### config.mk
export PLATFORM = sky130hd
export DESIGN_NAME = fwd_hazard_unit_flat
export DESIGN_NICKNAME = d
export VERILOG_FILES = /design/src/rtl/fwd_hazard_unit_pkg.sv /design/src/rtl/fwd_hazard_unit_if.sv /design/src/rtl/fwd_hazard_unit_src_select.sv /design/src/rtl/fwd_hazard_unit.sv /design/src/flat_wrapper.sv
export SDC_FILE = /design/constraint.sdc
export NUM_CORES = 1
export LEC_CHECK = 0
export ABC_AREA = 1
export BUFFER_PORTS_ARGS = -buffer_cell sky130_fd_sc_hd__buf_2
export CAP_MARGIN = 20
export CORE_MARGIN = 2
export CORE_UTILIZATION = 25
export CTS_BUF_LIST = sky130_fd_sc_hd__clkbuf_8
export CTS_CLUSTER_SIZE = 25
export DETAILED_ROUTE_END_ITERATION = 6
export HOLD_SLACK_MARGIN = 0.05
export PLACE_DENSITY = 0.51
export SLEW_MARGIN = 25
export SYNTH_ARGS = -nofsm -noshare
export SYNTH_HDL_FRONTEND = slang
export SYNTH_SLANG_ARGS = --single-unit
### constraint.sdc
create_clock -name clk -period 3.65 [get_ports clk]
set_clock_uncertainty 0.1 [all_clocks]
set_input_delay 0.1825 -clock clk [delete_from_list [all_inputs] [get_ports clk]]
set_output_delay 0.1825 -clock clk [all_outputs]
set_load 0.01 [all_outputs]
### src/rtl/fwd_hazard_unit_pkg.sv
// Shared constants and types for the operand-forwarding / hazard unit.
package fwd_hazard_unit_pkg;

    // Forward-valid encodings
    localparam logic FORWARD_ENABLE  = 1'b1;
    localparam logic FORWARD_DISABLE = 1'b0;

    // Register address codes (GPRs occupy 0..7)
    localparam logic [3:0] REG_SP    = 4'h8;
    localparam logic [3:0] REG_IH    = 4'h9;
    localparam logic [3:0] REG_T     = 4'hA;
    localparam logic [3:0] REG_RA    = 4'hB;
    localparam logic [3:0] ADDR_NONE = 4'hF;   // "no register", never matches

    // Value driven on a data bus that carries nothing
    localparam logic [15:0] EMPTY_DATA = 16'h0000;

    // Stall watchdog states
    typedef enum logic {
        ST_RUN   = 1'b0,
        ST_STALL = 1'b1
    } stall_state_e;

endpackage

### src/rtl/fwd_hazard_unit_if.sv
// Pipeline <-> forwarding unit bundle: decode sources, in-flight stages,
// retire port, and the forwarding / stall results.
interface fwd_hazard_unit_if #(
    parameter int DATA_W  = 16,
    parameter int ADDR_W  = 4,
    parameter int NUM_SRC = 2,
    parameter int NUM_STG = 2,
    parameter int CNT_W   = 32
) ();
    logic                        flush;
    logic [NUM_SRC*ADDR_W-1:0]   src_addr;
    logic [NUM_SRC-1:0]          src_used;
    logic [NUM_STG-1:0]          stg_wb_en;
    logic [NUM_STG*ADDR_W-1:0]   stg_wb_addr;
    logic [NUM_STG*DATA_W-1:0]   stg_wb_data;
    logic [NUM_STG-1:0]          stg_data_rdy;
    logic                        ret_wb_en;
    logic [ADDR_W-1:0]           ret_wb_addr;
    logic [DATA_W-1:0]           ret_wb_data;
    logic [NUM_SRC-1:0]          fwd_en;
    logic [NUM_SRC*DATA_W-1:0]   fwd_data;
    logic                        stall;
    logic                        err_timeout;
    logic [CNT_W-1:0]            stall_cycles;

    // Pipeline side
    modport master (
        output flush, src_addr, src_used, stg_wb_en, stg_wb_addr, stg_wb_data,
               stg_data_rdy, ret_wb_en, ret_wb_addr, ret_wb_data,
        input  fwd_en, fwd_data, stall, err_timeout, stall_cycles
    );

    // Forwarding unit side
    modport slave (
        input  flush, src_addr, src_used, stg_wb_en, stg_wb_addr, stg_wb_data,
               stg_data_rdy, ret_wb_en, ret_wb_addr, ret_wb_data,
        output fwd_en, fwd_data, stall, err_timeout, stall_cycles
    );
endinterface

### src/rtl/fwd_hazard_unit_src_select.sv
// Single-source priority matcher: youngest matching stage wins, a not-ready
// winner is a hazard, and the retire history is only a fallback.
module fwd_src_select
    import fwd_hazard_unit_pkg::*;
#(
    parameter int               DATA_W    = 16,
    parameter int               ADDR_W    = 4,
    parameter int               NUM_STG   = 2,
    parameter logic [ADDR_W-1:0] NONE_ADDR = ADDR_NONE
) (
    input  logic [ADDR_W-1:0]         src_addr_i,
    input  logic                      src_used_i,
    input  logic [NUM_STG-1:0]        stg_wb_en_i,
    input  logic [NUM_STG*ADDR_W-1:0] stg_wb_addr_i,
    input  logic [NUM_STG*DATA_W-1:0] stg_wb_data_i,
    input  logic [NUM_STG-1:0]        stg_data_rdy_i,
    input  logic                      hist_vld_i,
    input  logic [ADDR_W-1:0]         hist_addr_i,
    input  logic [DATA_W-1:0]         hist_data_i,
    output logic                      fwd_en_o,
    output logic [DATA_W-1:0]         fwd_data_o,
    output logic                      hazard_o
);
    logic               src_valid;
    logic [NUM_STG-1:0] match;
    logic               stg_hit;

    assign src_valid = src_used_i && (src_addr_i != NONE_ADDR);

    for (genvar gi = 0; gi < NUM_STG; gi++) begin : g_match
        assign match[gi] = src_valid && stg_wb_en_i[gi] &&
                           (stg_wb_addr_i[gi*ADDR_W +: ADDR_W] == src_addr_i);
    end

    assign stg_hit = |match;

    // Scan oldest to youngest so the youngest match is the last one written
    always_comb begin
        fwd_en_o   = FORWARD_DISABLE;
        fwd_data_o = DATA_W'(EMPTY_DATA);
        hazard_o   = 1'b0;
        for (int k = NUM_STG - 1; k >= 0; k--) begin
            if (match[k]) begin
                if (stg_data_rdy_i[k]) begin
                    fwd_en_o   = FORWARD_ENABLE;
                    fwd_data_o = stg_wb_data_i[k*DATA_W +: DATA_W];
                    hazard_o   = 1'b0;
                end else begin
                    fwd_en_o   = FORWARD_DISABLE;
                    fwd_data_o = DATA_W'(EMPTY_DATA);
                    hazard_o   = 1'b1;
                end
            end
        end
        if (!stg_hit && src_valid && hist_vld_i && (hist_addr_i == src_addr_i)) begin
            fwd_en_o   = FORWARD_ENABLE;
            fwd_data_o = hist_data_i;
        end
    end
endmodule

### src/rtl/fwd_hazard_unit.sv
// Forwarding / hazard unit top: per-source matchers, one-entry retire
// history, stall watchdog FSM and saturating stall-cycle counter.
module fwd_hazard_unit
    import fwd_hazard_unit_pkg::*;
#(
    parameter int                DATA_W    = 16,
    parameter int                ADDR_W    = 4,
    parameter int                NUM_SRC   = 2,
    parameter int                NUM_STG   = 2,
    parameter logic [ADDR_W-1:0] NONE_ADDR = ADDR_NONE,
    parameter int                MAX_STALL = 8,
    parameter int                CNT_W     = 32
) (
    input  logic               clk,
    input  logic               rst_n,
    fwd_hazard_unit_if.slave   bus
);
    localparam int RUN_W = $clog2(MAX_STALL + 1);
    localparam logic [RUN_W-1:0] RUN_MAX = RUN_W'(MAX_STALL);

    logic [NUM_SRC-1:0]        en_raw;
    logic [NUM_SRC*DATA_W-1:0] data_raw;
    logic [NUM_SRC-1:0]        hazard;
    logic                      stall_w;

    logic                      hist_vld_q, hist_vld_d;
    logic [ADDR_W-1:0]         hist_addr_q;
    logic [DATA_W-1:0]         hist_data_q;
    stall_state_e              state_q, state_d;
    logic [RUN_W-1:0]          cnt_q, cnt_d;
    logic                      err_q, err_d;
    logic [CNT_W-1:0]          stall_cycles_q, stall_cycles_d;

    for (genvar gi = 0; gi < NUM_SRC; gi++) begin : g_src
        fwd_src_select #(
            .DATA_W    (DATA_W),
            .ADDR_W    (ADDR_W),
            .NUM_STG   (NUM_STG),
            .NONE_ADDR (NONE_ADDR)
        ) u_sel (
            .src_addr_i     (bus.src_addr[gi*ADDR_W +: ADDR_W]),
            .src_used_i     (bus.src_used[gi]),
            .stg_wb_en_i    (bus.stg_wb_en),
            .stg_wb_addr_i  (bus.stg_wb_addr),
            .stg_wb_data_i  (bus.stg_wb_data),
            .stg_data_rdy_i (bus.stg_data_rdy),
            .hist_vld_i     (hist_vld_q),
            .hist_addr_i    (hist_addr_q),
            .hist_data_i    (hist_data_q),
            .fwd_en_o       (en_raw[gi]),
            .fwd_data_o     (data_raw[gi*DATA_W +: DATA_W]),
            .hazard_o       (hazard[gi])
        );
    end

    // Several hazarding sources collapse into one stall
    assign stall_w = |hazard;

    // Combinational outputs are forced quiet while reset is asserted
    assign bus.fwd_en       = rst_n ? en_raw   : '0;
    assign bus.fwd_data     = rst_n ? data_raw : '0;
    assign bus.stall        = rst_n & stall_w;
    assign bus.err_timeout  = err_q;
    assign bus.stall_cycles = stall_cycles_q;

    // Next-state: history validity, watchdog FSM, sticky error, stall counter
    always_comb begin
        hist_vld_d     = bus.ret_wb_en && (bus.ret_wb_addr != NONE_ADDR);
        state_d        = state_q;
        cnt_d          = cnt_q;
        err_d          = err_q;
        stall_cycles_d = stall_cycles_q;
        case (state_q)
            ST_RUN: begin
                if (stall_w) begin
                    state_d = ST_STALL;
                    cnt_d   = RUN_W'(1);
                end
            end
            ST_STALL: begin
                if (stall_w) begin
                    if (cnt_q < RUN_MAX) cnt_d = cnt_q + 1'b1;
                end else begin
                    state_d = ST_RUN;
                    cnt_d   = '0;
                end
            end
            default: begin
                state_d = ST_RUN;
                cnt_d   = '0;
            end
        endcase
        if (stall_w && (cnt_d == RUN_MAX)) err_d = 1'b1;
        if (stall_w && (stall_cycles_q != '1)) stall_cycles_d = stall_cycles_q + 1'b1;
        // Flush restarts the run but keeps the sticky error and the statistics
        if (bus.flush) begin
            hist_vld_d     = 1'b0;
            state_d        = ST_RUN;
            cnt_d          = '0;
            err_d          = err_q;
            stall_cycles_d = stall_cycles_q;
        end
    end

    // State registers; history address/data load every cycle, validity gates use
    always_ff @(posedge clk or negedge rst_n) begin
        if (!rst_n) begin
            hist_vld_q     <= 1'b0;
            hist_addr_q    <= '0;
            hist_data_q    <= '0;
            state_q        <= ST_RUN;
            cnt_q          <= '0;
            err_q          <= 1'b0;
            stall_cycles_q <= '0;
        end else begin
            hist_vld_q     <= hist_vld_d;
            hist_addr_q    <= bus.ret_wb_addr;
            hist_data_q    <= bus.ret_wb_data;
            state_q        <= state_d;
            cnt_q          <= cnt_d;
            err_q          <= err_d;
            stall_cycles_q <= stall_cycles_d;
        end
    end
endmodule
### src/flat_wrapper.sv
// flat-port wrapper written by rule: the top's interface ports become plain ports
module fwd_hazard_unit_flat import fwd_hazard_unit_pkg::*;
#(
    parameter int                DATA_W    = 16,
    parameter int                ADDR_W    = 4,
    parameter int                NUM_SRC   = 2,
    parameter int                NUM_STG   = 2,
    parameter logic [ADDR_W-1:0] NONE_ADDR = ADDR_NONE,
    parameter int                MAX_STALL = 8,
    parameter int                CNT_W     = 32
)
  (clk, rst_n, bus_flush, bus_src_addr, bus_src_used, bus_stg_wb_en, bus_stg_wb_addr, bus_stg_wb_data, bus_stg_data_rdy, bus_ret_wb_en, bus_ret_wb_addr, bus_ret_wb_data, bus_fwd_en, bus_fwd_data, bus_stall, bus_err_timeout, bus_stall_cycles);
  fwd_hazard_unit_if #(.DATA_W(DATA_W), .ADDR_W(ADDR_W), .NUM_SRC(NUM_SRC), .NUM_STG(NUM_STG), .CNT_W(CNT_W)) bus_i ();
  input  logic clk;
  input  logic rst_n;
  input wire logic [$bits(bus_i.flush)-1:0] bus_flush;
  input wire logic [$bits(bus_i.src_addr)-1:0] bus_src_addr;
  input wire logic [$bits(bus_i.src_used)-1:0] bus_src_used;
  input wire logic [$bits(bus_i.stg_wb_en)-1:0] bus_stg_wb_en;
  input wire logic [$bits(bus_i.stg_wb_addr)-1:0] bus_stg_wb_addr;
  input wire logic [$bits(bus_i.stg_wb_data)-1:0] bus_stg_wb_data;
  input wire logic [$bits(bus_i.stg_data_rdy)-1:0] bus_stg_data_rdy;
  input wire logic [$bits(bus_i.ret_wb_en)-1:0] bus_ret_wb_en;
  input wire logic [$bits(bus_i.ret_wb_addr)-1:0] bus_ret_wb_addr;
  input wire logic [$bits(bus_i.ret_wb_data)-1:0] bus_ret_wb_data;
  output wire logic [$bits(bus_i.fwd_en)-1:0] bus_fwd_en;
  output wire logic [$bits(bus_i.fwd_data)-1:0] bus_fwd_data;
  output wire logic [$bits(bus_i.stall)-1:0] bus_stall;
  output wire logic [$bits(bus_i.err_timeout)-1:0] bus_err_timeout;
  output wire logic [$bits(bus_i.stall_cycles)-1:0] bus_stall_cycles;
  assign bus_i.flush = bus_flush;
  assign bus_i.src_addr = bus_src_addr;
  assign bus_i.src_used = bus_src_used;
  assign bus_i.stg_wb_en = bus_stg_wb_en;
  assign bus_i.stg_wb_addr = bus_stg_wb_addr;
  assign bus_i.stg_wb_data = bus_stg_wb_data;
  assign bus_i.stg_data_rdy = bus_stg_data_rdy;
  assign bus_i.ret_wb_en = bus_ret_wb_en;
  assign bus_i.ret_wb_addr = bus_ret_wb_addr;
  assign bus_i.ret_wb_data = bus_ret_wb_data;
  assign bus_fwd_en = bus_i.fwd_en;
  assign bus_fwd_data = bus_i.fwd_data;
  assign bus_stall = bus_i.stall;
  assign bus_err_timeout = bus_i.err_timeout;
  assign bus_stall_cycles = bus_i.stall_cycles;
  fwd_hazard_unit #(.DATA_W(DATA_W), .ADDR_W(ADDR_W), .NUM_SRC(NUM_SRC), .NUM_STG(NUM_STG), .NONE_ADDR(NONE_ADDR), .MAX_STALL(MAX_STALL), .CNT_W(CNT_W)) u_core (.clk(clk), .rst_n(rst_n), .bus(bus_i));
endmodule
=== After elaboration in Yosys (flattened, before gate mapping) ===
Index checks and enable logic that the tools add are counted.

* Memory bits (writable): 0
* Input bits: 78
* Memory bits (read-only): 0
* Memories: 0
* Output and inout port bits: 68
* Register bits: 59
* Bits in latches: 0

* Equality and inequality tests: 11
* Magnitude comparators: 1
* Divide/modulo/power cells: 0
* Shifts and indexed selects: 0
* Reduce and logical (&&, ||, !) cells: 26
* $mul: 0
* Bitwise operators: 3
* Mux-type cells: 32
* $add $sub $neg: 2

{| class="wikitable"
|+ Operator list
! operator !! count
|-
| $mux 16 || 8
|-
| $add 32x1->32 const B || 1
|-
| $mux 32 || 1
|-
| $ne 32x32->1 const B || 1
|-
| $eq 4x4->1 || 6
|-
| $logic_and 1x1->1 || 19
|-
| $mux 1 || 17
|-
| $mux 4 || 4
|-
| $ne 4x4->1 const B || 3
|-
| $pmux 4 s2 || 1
|-
| $reduce_or 2->1 || 3
|-
| $add 4x1->4 const B || 1
|-
| $eq 4x4->1 const B || 1
|-
| $lt 4x4->1 const B || 1
|-
| $reduce_and 2->1 || 2
|-
| $logic_not 1->1 || 2
|-
| $mux 2 || 1
|-
| $not 1->1 || 2
|-
| $and 1x1->1 || 1
|}

=== Logic depth before layout (Yosys ltp) ===
Gate-level depths: netlist of the first run.

* Word-level depth: 12
* Depth in mapped cells: 14
* Gate-level depth less buffers: 14

=== Hierarchy ===
A second synthesis of the first run with hierarchy kept.

* Cells, all modules: 809
* Area, all modules: 5012.3 µm²

{| class="wikitable"
|+ Modules (own cells, without submodules)
! module !! area each (µm²) !! instances !! cells an instance
|-
| fwd_hazard_unit || 3298.2 || 1 || 481
|-
| fwd_src_select || 857.1 || 2 || 164
|}

=== Least setup slack after synthesis of the first run ===
No wires, ideal clock.

* Path kind: reg-to-reg
* Start point: register u_core.stall_cycles_q[1] (netlist: u_core.bus.stall_cycles[1])
* End point: register u_core.stall_cycles_q[4] (netlist: u_core.bus.stall_cycles[4])
* Period minus slack after synthesis: 1.861 ns
* Arrival: 1.643 ns
* Setup slack: 1.789 ns
* Buffers on the path: 1
* Setup time: 0.119 ns
* Cell stages (with the launch flop): 12
* Data required time: 3.431 ns
* Cells stage by stage: dfrtp_1 ha_1 inv_1 nor3_4 nand2_2 nor2_2 nand4_1 nand3_4 inv_4 buf_4 nand3b_1 nand2_1

* Longest elaborated chain between the ends: 3

{| class="wikitable"
|+ RTL lines
! element !! line !! source
|-
| start, declared || fwd_hazard_unit.sv:32 || <nowiki>logic [CNT_W-1:0] stall_cycles_q, stall_cycles_d;</nowiki>
|-
| start signal, assigned || fwd_hazard_unit.sv:122 || <nowiki>stall_cycles_q <= stall_cycles_d;</nowiki>
|-
| branches (longest 3 deep; another with $add 32x1->32) || - ||
|}

Parallel ways; which one is timed is not known.
A chain may end at the register's enable or synchronous reset.

=== Final worst setup path of the first run ===
* Start point: input port bus_src_addr[5]
* End point: output port bus_fwd_data[22]

* Longest elaborated chain between the ends: 11

{| class="wikitable"
|+ RTL lines
! element !! line !! source
|-
| start, declared || flat_wrapper.sv:17 || <nowiki>input wire logic [$bits(bus_i.src_addr)-1:0] bus_src_addr;</nowiki>
|-
| $ne 4x4->1 || fwd_hazard_unit_src_select.sv:28 || <nowiki>assign src_valid = src_used_i && (src_addr_i != NONE_ADDR);</nowiki>
|-
| $logic_and 1x1->1 || fwd_hazard_unit_src_select.sv:28 ||
|-
| $logic_and 1x1->1 (2 in a row) || fwd_hazard_unit_src_select.sv:31 || <nowiki>assign match[gi] = src_valid && stg_wb_en_i[gi] &&</nowiki>
|-
| $reduce_or 2->1 || fwd_hazard_unit_src_select.sv:35 || <nowiki>assign stg_hit = |match;</nowiki>
|-
| $logic_not 1->1 || fwd_hazard_unit_src_select.sv:55 || <nowiki>if (!stg_hit && src_valid && hist_vld_i && (hist_addr_i == src_addr_i)) begin</nowiki>
|-
| $logic_and 1x1->1 (3 in a row) || fwd_hazard_unit_src_select.sv:55 ||
|-
| $mux 16 * || fwd_hazard_unit_src_select.sv:55 ||
|-
| $mux 32 * || fwd_hazard_unit.sv:61 || <nowiki>assign bus.fwd_data = rst_n ? data_raw : '0;</nowiki>
|-
| end, declared || flat_wrapper.sv:27 || <nowiki>output wire logic [$bits(bus_i.fwd_data)-1:0] bus_fwd_data;</nowiki>
|}

Mark *: on every way between the ends. The rest lies on a longest branch, timed or not.

==> impl_metrics.json, run 1 <==
{
  "powerDensity_nw_per_um2": 326,
  "fp-row-count": 47,
  "rsz0062_at_grt": "false",
  "synth_flop_cell": "dfrtp_1",
  "worstPathArrival_ns": 2.23,
  "synth_top_area_cell": "dfrtp_1",
  "synth_area_leaders": "dfrtp_1, nand2_1, o21ai_0",
  "multi_input_area_um2": 2340,
  "total_power_mw": 1.80,
  "relSlewSlack": 0.479,
  "critPathSlowestCell": "nor2_2",
  "clockBufferDepth": 2,
  "start_util": 0.254,
  "worstPathMaxFanout": 17,
  "status": "completed",
  "cp_num_buf_inv": 2,
  "min_period_ns": 2.51,
  "pin_count": 146,
  "maxSlewViolCount": 0,
  "die_w_um": 133,
  "synth-seq-cells": 59,
  "fillers": 1865,
  "ys_warn_count": 0,
  "criticalPathCategory": "in2out",
  "vdd.ir_drop.worst_mv": 0.181,
  "fp.dieH_um": 133,
  "setup_tns_ns": 0,
  "synth.cells.most_frequent": "nand2_1, o21ai_0, dfrtp_1",
  "crit_family": "simple AND/OR/NAND/NOR gates",
  "maxCapViolations": 0,
  "fmax_mhz": 398,
  "timing.final.crit_share": 0.689,
  "design.die.area_um2": 17800,
  "antenna_found_initial": 1,
  "synth_edf_count": 0,
  "cp_common_cell": "nand2_1",
  "finalNetCount": 859,
  "drtAntennaViolNets": 0,
  "clk_latency_ns": 0.35,
  "syn_nets": 697,
  "syn_avg_cell_area_um2": 6.78,
  "grt_max_degree": 68,
  "crit_path_max_incr_delay_ns": 0.63,
  "drive_gt1_frac": 0.240,
  "ctsResizeCount": 0,
  "coreArea_um2": 16500,
  "overflow": 0,
  "post-dp-hpwl_um": 10900,
  "areaGrowthSynthToFinish_pct": 31.9,
  "place_inst": 965,
  "vias": 4645,
  "syn-cell-area_um2": 4180,
  "ys_seq_area_frac": 0.353,
  "syn-instance-count": 617,
  "tightestPinTransition_ns": 0.780,
  "vias_per_cell": 4.63,
  "cts_made_buffers": 9,
  "grt_pass1_vias": 4429,
  "layout.cells.non_filler": 1004,
  "cp_data_required_time_ns": 3.37,
  "drt_iter0_drc": 276,
  "grt_pass1_wl_um": 22800,
  "crit_chain": "buf_2 -> nand2_1 -> o21ai_2 -> nor2_2 -> nand2_1 -> nand2_1 -> nor2_2 -> nand2_1 -> a31oi_1 -> buf_2",
  "finalSetupViolations": 0,
  "wl_um": 14300,
  "synth-async-reset-ratio": 1.00,
  "cts_tree": "done",
  "post_dp_cell_area_um2": 5090,
  "postCtsSetupBuffers": 0,
  "leakagePower_nw": 2.80,
  "hold-worst-slack_ns": 0.283,
  "start_kind": "input port",
  "wl_per_cell_um": 14.3,
  "clkTransAtPathRegs_ns": 0.07,
  "root_buffer": "clkbuf_8",
  "htree_levels": 3,
  "io_buffers": 145,
  "ff_latch_area_um2": 1480,
  "hold_viol_final": 0,
  "clock_sinks": 59,
  "gp_congestion": 0.844,
  "drc": 0,
  "hold_buffers": 23,
  "netlist.area_leader.share": 0.353,
  "drt_first_pass_iters": 4,
  "cp-end-kind": "output port",
  "ys_types": 39,
  "hold_path_class": "in2reg",
  "diodes": 0,
  "final_cell_area_um2": 5510,
  "yosysMostFrequentCell": "nand2_1",
  "grt_usage": 0.162
}
-- layout make-up --
type / instances / share of cell area
Multi-Input combinational cell: 477 / 0.425
Sequential cell: 59 / 0.268
Timing Repair Buffer: 173 / 0.181
Tap cell: 220 / 0.0499
Inverter: 59 / 0.0415
Clock buffer: 13 / 0.0325
Clock inverter: 3 / 0.00227
-- worst min-delay path, stage by stage --
cell	delay, ns
buf_2	0.11
nand2_1	0.10
nand3_2	0.13
nand4_1	0.11
a21oi_1	0.06
-- state kept, by name, summed over array words and instances, names as in the netlist --
signal and flops:
u_core.cnt_q 4, u_core.state_q 1, u_core.bus.stall_cycles 32, u_core.bus.err_timeout 1, u_core.hist_vld_q 1, u_core.hist_data_q 16, u_core.hist_addr_q 4
-- report_power, final --
part           switching [mW]  internal [mW]  leakage (nW)
Combinational           0.255          0.163          1.94
Sequential             0.0777          0.716         0.748
Clock                   0.269          0.315         0.108
Total                   0.602           1.19          2.80
-- final timing paths --
kind                       slack, ns                           to                  startpoint  cells past startpoint
max                             1.14             bus_fwd_data[22]             bus_src_addr[5]                     10
max in group asynchronous       2.38        u_core.hist_addr_q[2]                       rst_n                      3
min reg2reg                     0.37       u_core.bus.err_timeout      u_core.bus.err_timeout                      2
min in group asynchronous       0.31  u_core.bus.stall_cycles[13]                       rst_n                      2
max reg2reg                     1.24   u_core.bus.stall_cycles[3]  u_core.bus.stall_cycles[1]                     10
min                             0.28              u_core.cnt_q[3]         bus_stg_data_rdy[1]                      5
-- logic make-up (layout without fill, tap and decap cells) --
family                     after synthesis  in the layout  synth area share
DFF                                     59             59             0.353
AOI/OAI and AO/OA                      120            120             0.154
buffers and inverters                   81            248            0.0859
adders and majority gates                2              2           0.00599
xor gates and xnor gates                34             34            0.0712
and+or+nand+nor                        321            321             0.330
-- per-stage QoR --
step,worst slack [ns],utilization
CTS,1.12,0.335
floorplan,1.79,-
global placement,1.18,0.309
global route,0.949,0.335
detailed placement,1.12,0.309
finish,1.14,0.335
-- cells in the final DEF (no fill, tap or decap), types with 9 or more instances in the layout --
cell,count
inv_1,55
nand2_1,197
xnor2_1,10
o21ai_1,10
a21oi_1,31
xor2_1,24
buf_2,144
nand4_1,9
dfrtp_1,59
nor2_1,48
nand3_1,31
nor3_1,15
clkbuf_8,13
dlygate4sd3_1,23
o21ai_0,61
-- metal layers --
layer / wire (um) / global-route usage / up-vias
li1: - / - / 2333
met1: 6480 / 0.211 / 2117
met2: 6510 / 0.267 / 182
met3: 1180 / 0.0472 / 13
met4: 162 / 0.0378 / 0
met5: 0 / 0 / -
Power figures use the tool's default switching activity.
==> run 2, diff against run 1 <==
- PLACE_DENSITY: 0.51 -> 0.52
- clock period: 3.65 -> 2.3 ns (I/O delays scaled with it)
==> impl_metrics.json, run 2 (synthesis gave the netlist of run 1 again) <==
{
  "pin_count": 146,
  "leakagePower_nw": 2.88,
  "finalNetCount": 871,
  "hold_viol_final": 0,
  "clock_sinks": 59,
  "diodes": 0,
  "drt_iter0_drc": 268,
  "wl_met1_um": 6640,
  "finalSetupViolations": 1,
  "internal_power_mw": 1.89,
  "clockBufferDepth": 2,
  "largest_reg_flops": 32,
  "fp-row-count": 47,
  "powerDensity_nw_per_um2": 503,
  "r2r_slack_ns": 0.29,
  "wl_um": 14500,
  "r2r-start": "u_core.bus.stall_cycles[1]",
  "rr_endpoint": "u_core.bus.stall_cycles[0]",
  "relSlewSlack": 0.711,
  "fillers": 1804,
  "gp_congestion": 0.872,
  "cp_common_cell": "nor2_1",
  "maxSlewViolCount": 0,
  "drc": 0,
  "design.die.area_um2": 17800,
  "areaGrowthSynthToFinish_pct": 35.9,
  "drtAntennaViolNets": 0,
  "clkTransAtPathRegs_ns": 0.07,
  "drt_first_pass_iters": 5,
  "cp-end-kind": "output port",
  "cts_made_buffers": 9,
  "grt_pass1_vias": 4554,
  "fp.dieH_um": 133,
  "rsz0062_at_grt": "true",
  "wl_per_cell_um": 14.3,
  "vdd.ir_drop.worst_mv": 0.260,
  "top_layer": "met4",
  "power.switching_mw": 0.975,
  "die_w_um": 133,
  "timing.final.crit_share": 1.00,
  "vias_per_cell": 4.68,
  "setup_ws_ns": -0.00144,
  "grt_pass1_wl_um": 23500,
  "violations": "negative setup slack",
  "vias": 4749,
  "antenna_found_initial": 0,
  "start_util": 0.254,
  "cp_num_buf_inv": 3,
  "htree_levels": 3,
  "io_buffers": 145,
  "criticalPathCategory": "reg2out",
  "met3WireLength_um": 1030,
  "final_common_cell": "nand2_1",
  "start_kind": "flip-flop",
  "switching_share": 0.341,
  "worstPathMaxFanout": 16,
  "drive_gt1_frac": 0.262,
  "grt_max_degree": 35,
  "worstPathArrival_ns": 2.09,
  "crit_family": "buffers and inverters",
  "status": "finished, violations left",
  "pwr-share-clk": 0.318,
  "post-dp-hpwl_um": 11100,
  "reg2regPathDepth": 9,
  "critPathSlowestCell": "dfrtp_1",
  "overflow": 0,
  "maxCapViolations": 0,
  "crit_chain": "xnor2_1 -> o21ai_1 -> nor2_1 -> nand4_1 -> buf_4 -> clkbuf_16 -> o21ai_0 -> nor2_1 -> buf_2",
  "cts_tree": "done",
  "final_cell_mix": "nand2_1, buf_2, dfrtp_1",
  "total_power_mw": 2.86,
  "tightestPinTransition_ns": 0.429,
  "crit_path_max_incr_delay_ns": 0.40,
  "fmax_mhz": 435,
  "coreArea_um2": 16500,
  "clk_latency_ns": 0.36,
  "grt_usage": 0.166,
  "min_period_ns": 2.30,
  "cp_data_required_time_ns": 2.09,
  "root_buffer": "clkbuf_8",
  "route.met2.wl_um": 6450,
  "hold_path_class": "in2async",
  "combPwrFrac": 0.244,
  "share_seq_of_total_power": 0.438,
  "hold-worst-slack_ns": 0.117
}
[run 2: power by group through the flow]
stage               sequential [mW]  clock (mW)  combinational, mW
floorplan                      1.27           0              0.325
global placement               1.28           0              0.667
detailed placement             1.27           0              0.666
CTS                            1.25       0.958              0.700
global route                   1.27        1.00              0.794
finish                         1.25       0.909              0.698
[run 2: worst max path at each step]
stage / end / cells after the start / slack, ns / start
global placement: u_core.bus.stall_cycles[0] / 9 / 0.27 / u_core.bus.stall_cycles[1]
detailed placement: u_core.bus.stall_cycles[16] / 9 / 0.25 / u_core.bus.stall_cycles[1]
floorplan: u_core.bus.stall_cycles[4] / 11 / 0.44 / u_core.bus.stall_cycles[1]
global route: bus_fwd_data[9] / 10 / -0.14 / u_core.hist_addr_q[0]
CTS: bus_fwd_data[10] / 9 / 0.02 / u_core.hist_addr_q[0]
finish: bus_fwd_data[12] / 9 / -0.001 / u_core.hist_addr_q[0]
[run 2: final cells by class]
| class | instances | area (um2) | share of cell area |
|---|---|---|---|
| timing repair buffer | 185 | 1140 | 0.201 |
| tap | 220 | 275 | 0.0484 |
| sequential | 59 | 1480 | 0.260 |
| clock inverter | 3 | 13.8 | 0.00242 |
| clock buffer | 12 | 165 | 0.0291 |
| inverter | 59 | 229 | 0.0403 |
| multi-input combinational | 477 | 2380 | 0.419 |
[run 2: timing repair]
| action | CTS | global route |
|---|---|---|
| setup buffers | 0 | 2 |
| cloned | 0 | 1 |
| setup endpoints to repair | 1 | 23 |
| pin swaps | 0 | 3 |
| gates resized for setup | 1 | 17 |
| endpoints found under the hold margin | 85 | 0 |
| hold buffers | 23 | 0 |
[run 2: per-stage QoR]
step / util / instance area [um2] / TNS [ns] / setup slack (ns) / instances
2_1_floorplan: - / 4180 / 0 / 0.439 / 617
3_3_place_gp: 0.316 / 5200 / 0 / 0.269 / 974
3_5_place_dp: 0.316 / 5200 / 0 / 0.250 / 974
4_1_cts: 0.341 / 5610 / 0 / 0.0212 / 1012
5_1_grt: 0.345 / 5680 / -1.53 / -0.139 / 1015
6_report: 0.345 / 5680 / -0.00144 / -0.00144 / 1015
[run 2: per-layer routing]
metal,GRT usage,vias to the layer above
li1,-,2364
met3,0.0361,28
met2,0.263,185
met1,0.218,2172
met5,0,-
met4,0.0721,0
==> run 3, diff against run 2 <==
- PLACE_DENSITY: 0.52 -> 0.48
==> impl_metrics.json, run 3 (synthesis gave the netlist of run 1 again) <==
{
  "post-dp-hpwl_um": 11300,
  "switching_share": 0.349,
  "r2r_slack_ns": 0.23,
  "clock_sinks": 59,
  "clkTransAtPathRegs_ns": 0.07,
  "finalSetupViolations": 1,
  "power.switching_mw": 0.969,
  "layout.cells.non_filler": 1019,
  "maxCapViolations": 0,
  "internal_power_mw": 1.81,
  "overflow": 0,
  "cp-end-kind": "output port",
  "drtAntennaViolNets": 0,
  "reg2regPathDepth": 10,
  "clk_latency_ns": 0.36,
  "start_util": 0.254,
  "leakagePower_nw": 2.91,
  "min_period_ns": 2.31,
  "final_common_cell": "nand2_1",
  "wl_um": 15400,
  "coreArea_um2": 16500,
  "fmax_mhz": 434,
  "ff_latch_area_um2": 1480,
  "start_kind": "flip-flop",
  "post-route-util": 0.348,
  "final_cell_mix": "nand2_1, buf_2, dfrtp_1",
  "die_w_um": 133,
  "areaGrowthSynthToFinish_pct": 37.0,
  "drive_gt1_frac": 0.262,
  "cp_data_required_time_ns": 2.09,
  "drc": 0,
  "vias": 4765,
  "root_buffer": "clkbuf_8",
  "design.die.area_um2": 17800,
  "total_power_mw": 2.78,
  "pre_cts_slack_ns": 0.198,
  "final_cell_area_um2": 5730,
  "fp.dieH_um": 133,
  "combPwrFrac": 0.244,
  "worstPathMaxFanout": 8,
  "maxSlewViolCount": 0,
  "post_dp_cell_area_um2": 5220,
  "pin_count": 146,
  "drt_first_pass_iters": 7,
  "share_seq_of_total_power": 0.452,
  "wl_per_cell_um": 15.1,
  "powerDensity_nw_per_um2": 485,
  "pwr-share-clk": 0.304,
  "hold-worst-slack_ns": 0.209,
  "fillers": 1822,
  "r2r-start": "u_core.bus.stall_cycles[1]",
  "rr_endpoint": "u_core.bus.stall_cycles[31]",
  "io_buffers": 145,
  "htree_levels": 3,
  "tightestPinTransition_ns": 0.576,
  "place_inst": 975,
  "fp-row-count": 47,
  "vias_per_cell": 4.68,
  "criticalPathCategory": "reg2out",
  "antenna_found_initial": 1,
  "setup_tns_ns": -0.00605,
  "grt_max_degree": 52,
  "timing.final.crit_share": 1.00,
  "setup_ws_ns": -0.00605,
  "gp_congestion": 0.842,
  "clockBufferDepth": 2,
  "vdd.ir_drop.worst_mv": 0.250,
  "relSlewSlack": 0.616,
  "multi_input_area_um2": 2380,
  "hold_path_class": "in2async",
  "largest_reg_flops": 32,
  "drt_iter0_drc": 304,
  "hold_viol_final": 0,
  "violations": "negative setup slack",
  "rsz0062_at_grt": "true",
  "status": "finished, violations left",
  "cts_made_buffers": 9,
  "worstPathArrival_ns": 2.09,
  "grt_pass1_wl_um": 24400,
  "grt_pass1_vias": 4693,
  "finalNetCount": 874,
  "cts_tree": "done",
  "grt_usage": 0.171
}
[run 3: cell count changes in the layout (fill, tap and decap cells not counted), sizes merged]
cell    before  now
buf        161  163
clkbuf      13   12
clkinv       2    3
diode        0    1
inv         60   61
[run 3: power by group through the flow]
stage	Combinational (mW)	Sequential, mW	Clock, mW
after global placement	0.647	1.28	0
after floorplan	0.325	1.27	0
after CTS	0.678	1.25	0.889
final	0.679	1.25	0.845
after global routing	0.759	1.27	0.935
after detailed placement	0.646	1.27	0
[run 3: layout make-up]
type	count	share of cell area
multi-input combinational	477	0.415
sequential	59	0.258
timing repair buffer	188	0.210
tap	220	0.0481
inverter	59	0.0400
clock buffer	10	0.0240
clock inverter	5	0.00393
antenna	1	0.000437
[run 3: routing by layer]
metal	track usage	share of wire	up-vias
li1	-	-	2372
met1	0.224	0.46	2181
met2	0.282	0.46	195
met3	0.0320	0.067	17
met4	0.0638	0.017	0
met5	0	0	-
[run 3: worst max-delay path by stage]
stage	from	endpoint	slack (ns)	cells after the start
2_1_floorplan	u_core.bus.stall_cycles[1]	u_core.bus.stall_cycles[4]	0.44	11
3_3_place_gp	u_core.bus.stall_cycles[1]	u_core.bus.stall_cycles[31]	0.28	10
3_5_place_dp	u_core.bus.stall_cycles[1]	u_core.bus.stall_cycles[4]	0.20	10
4_1_cts	u_core.hist_addr_q[2]	bus_fwd_data[2]	0.009	9
5_1_grt	u_core.hist_addr_q[0]	bus_fwd_data[6]	-0.07	11
6_report	u_core.hist_addr_q[1]	bus_fwd_data[11]	-0.006	9
[run 3: critical path: stages, from the launching register on]
cell       delay [ns]
dfrtp_1          0.40
a221oi_1         0.35
nand4_1          0.17
buf_6            0.17
buf_6            0.12
clkbuf_16        0.16
nand2_1          0.06
a21oi_1          0.04
nor2_1           0.12
buf_2            0.15
[run 3: what timing repair did]
action / in CTS / in global routing
hold buffers: 23 / 0
setup buffers: 0 / 2
pin swaps: 0 / 3
resized for setup: 1 / 12
hold endpoints to repair: 42 / 0
gates cloned: 0 / 3
endpoints found under the setup margin: 1 / 10
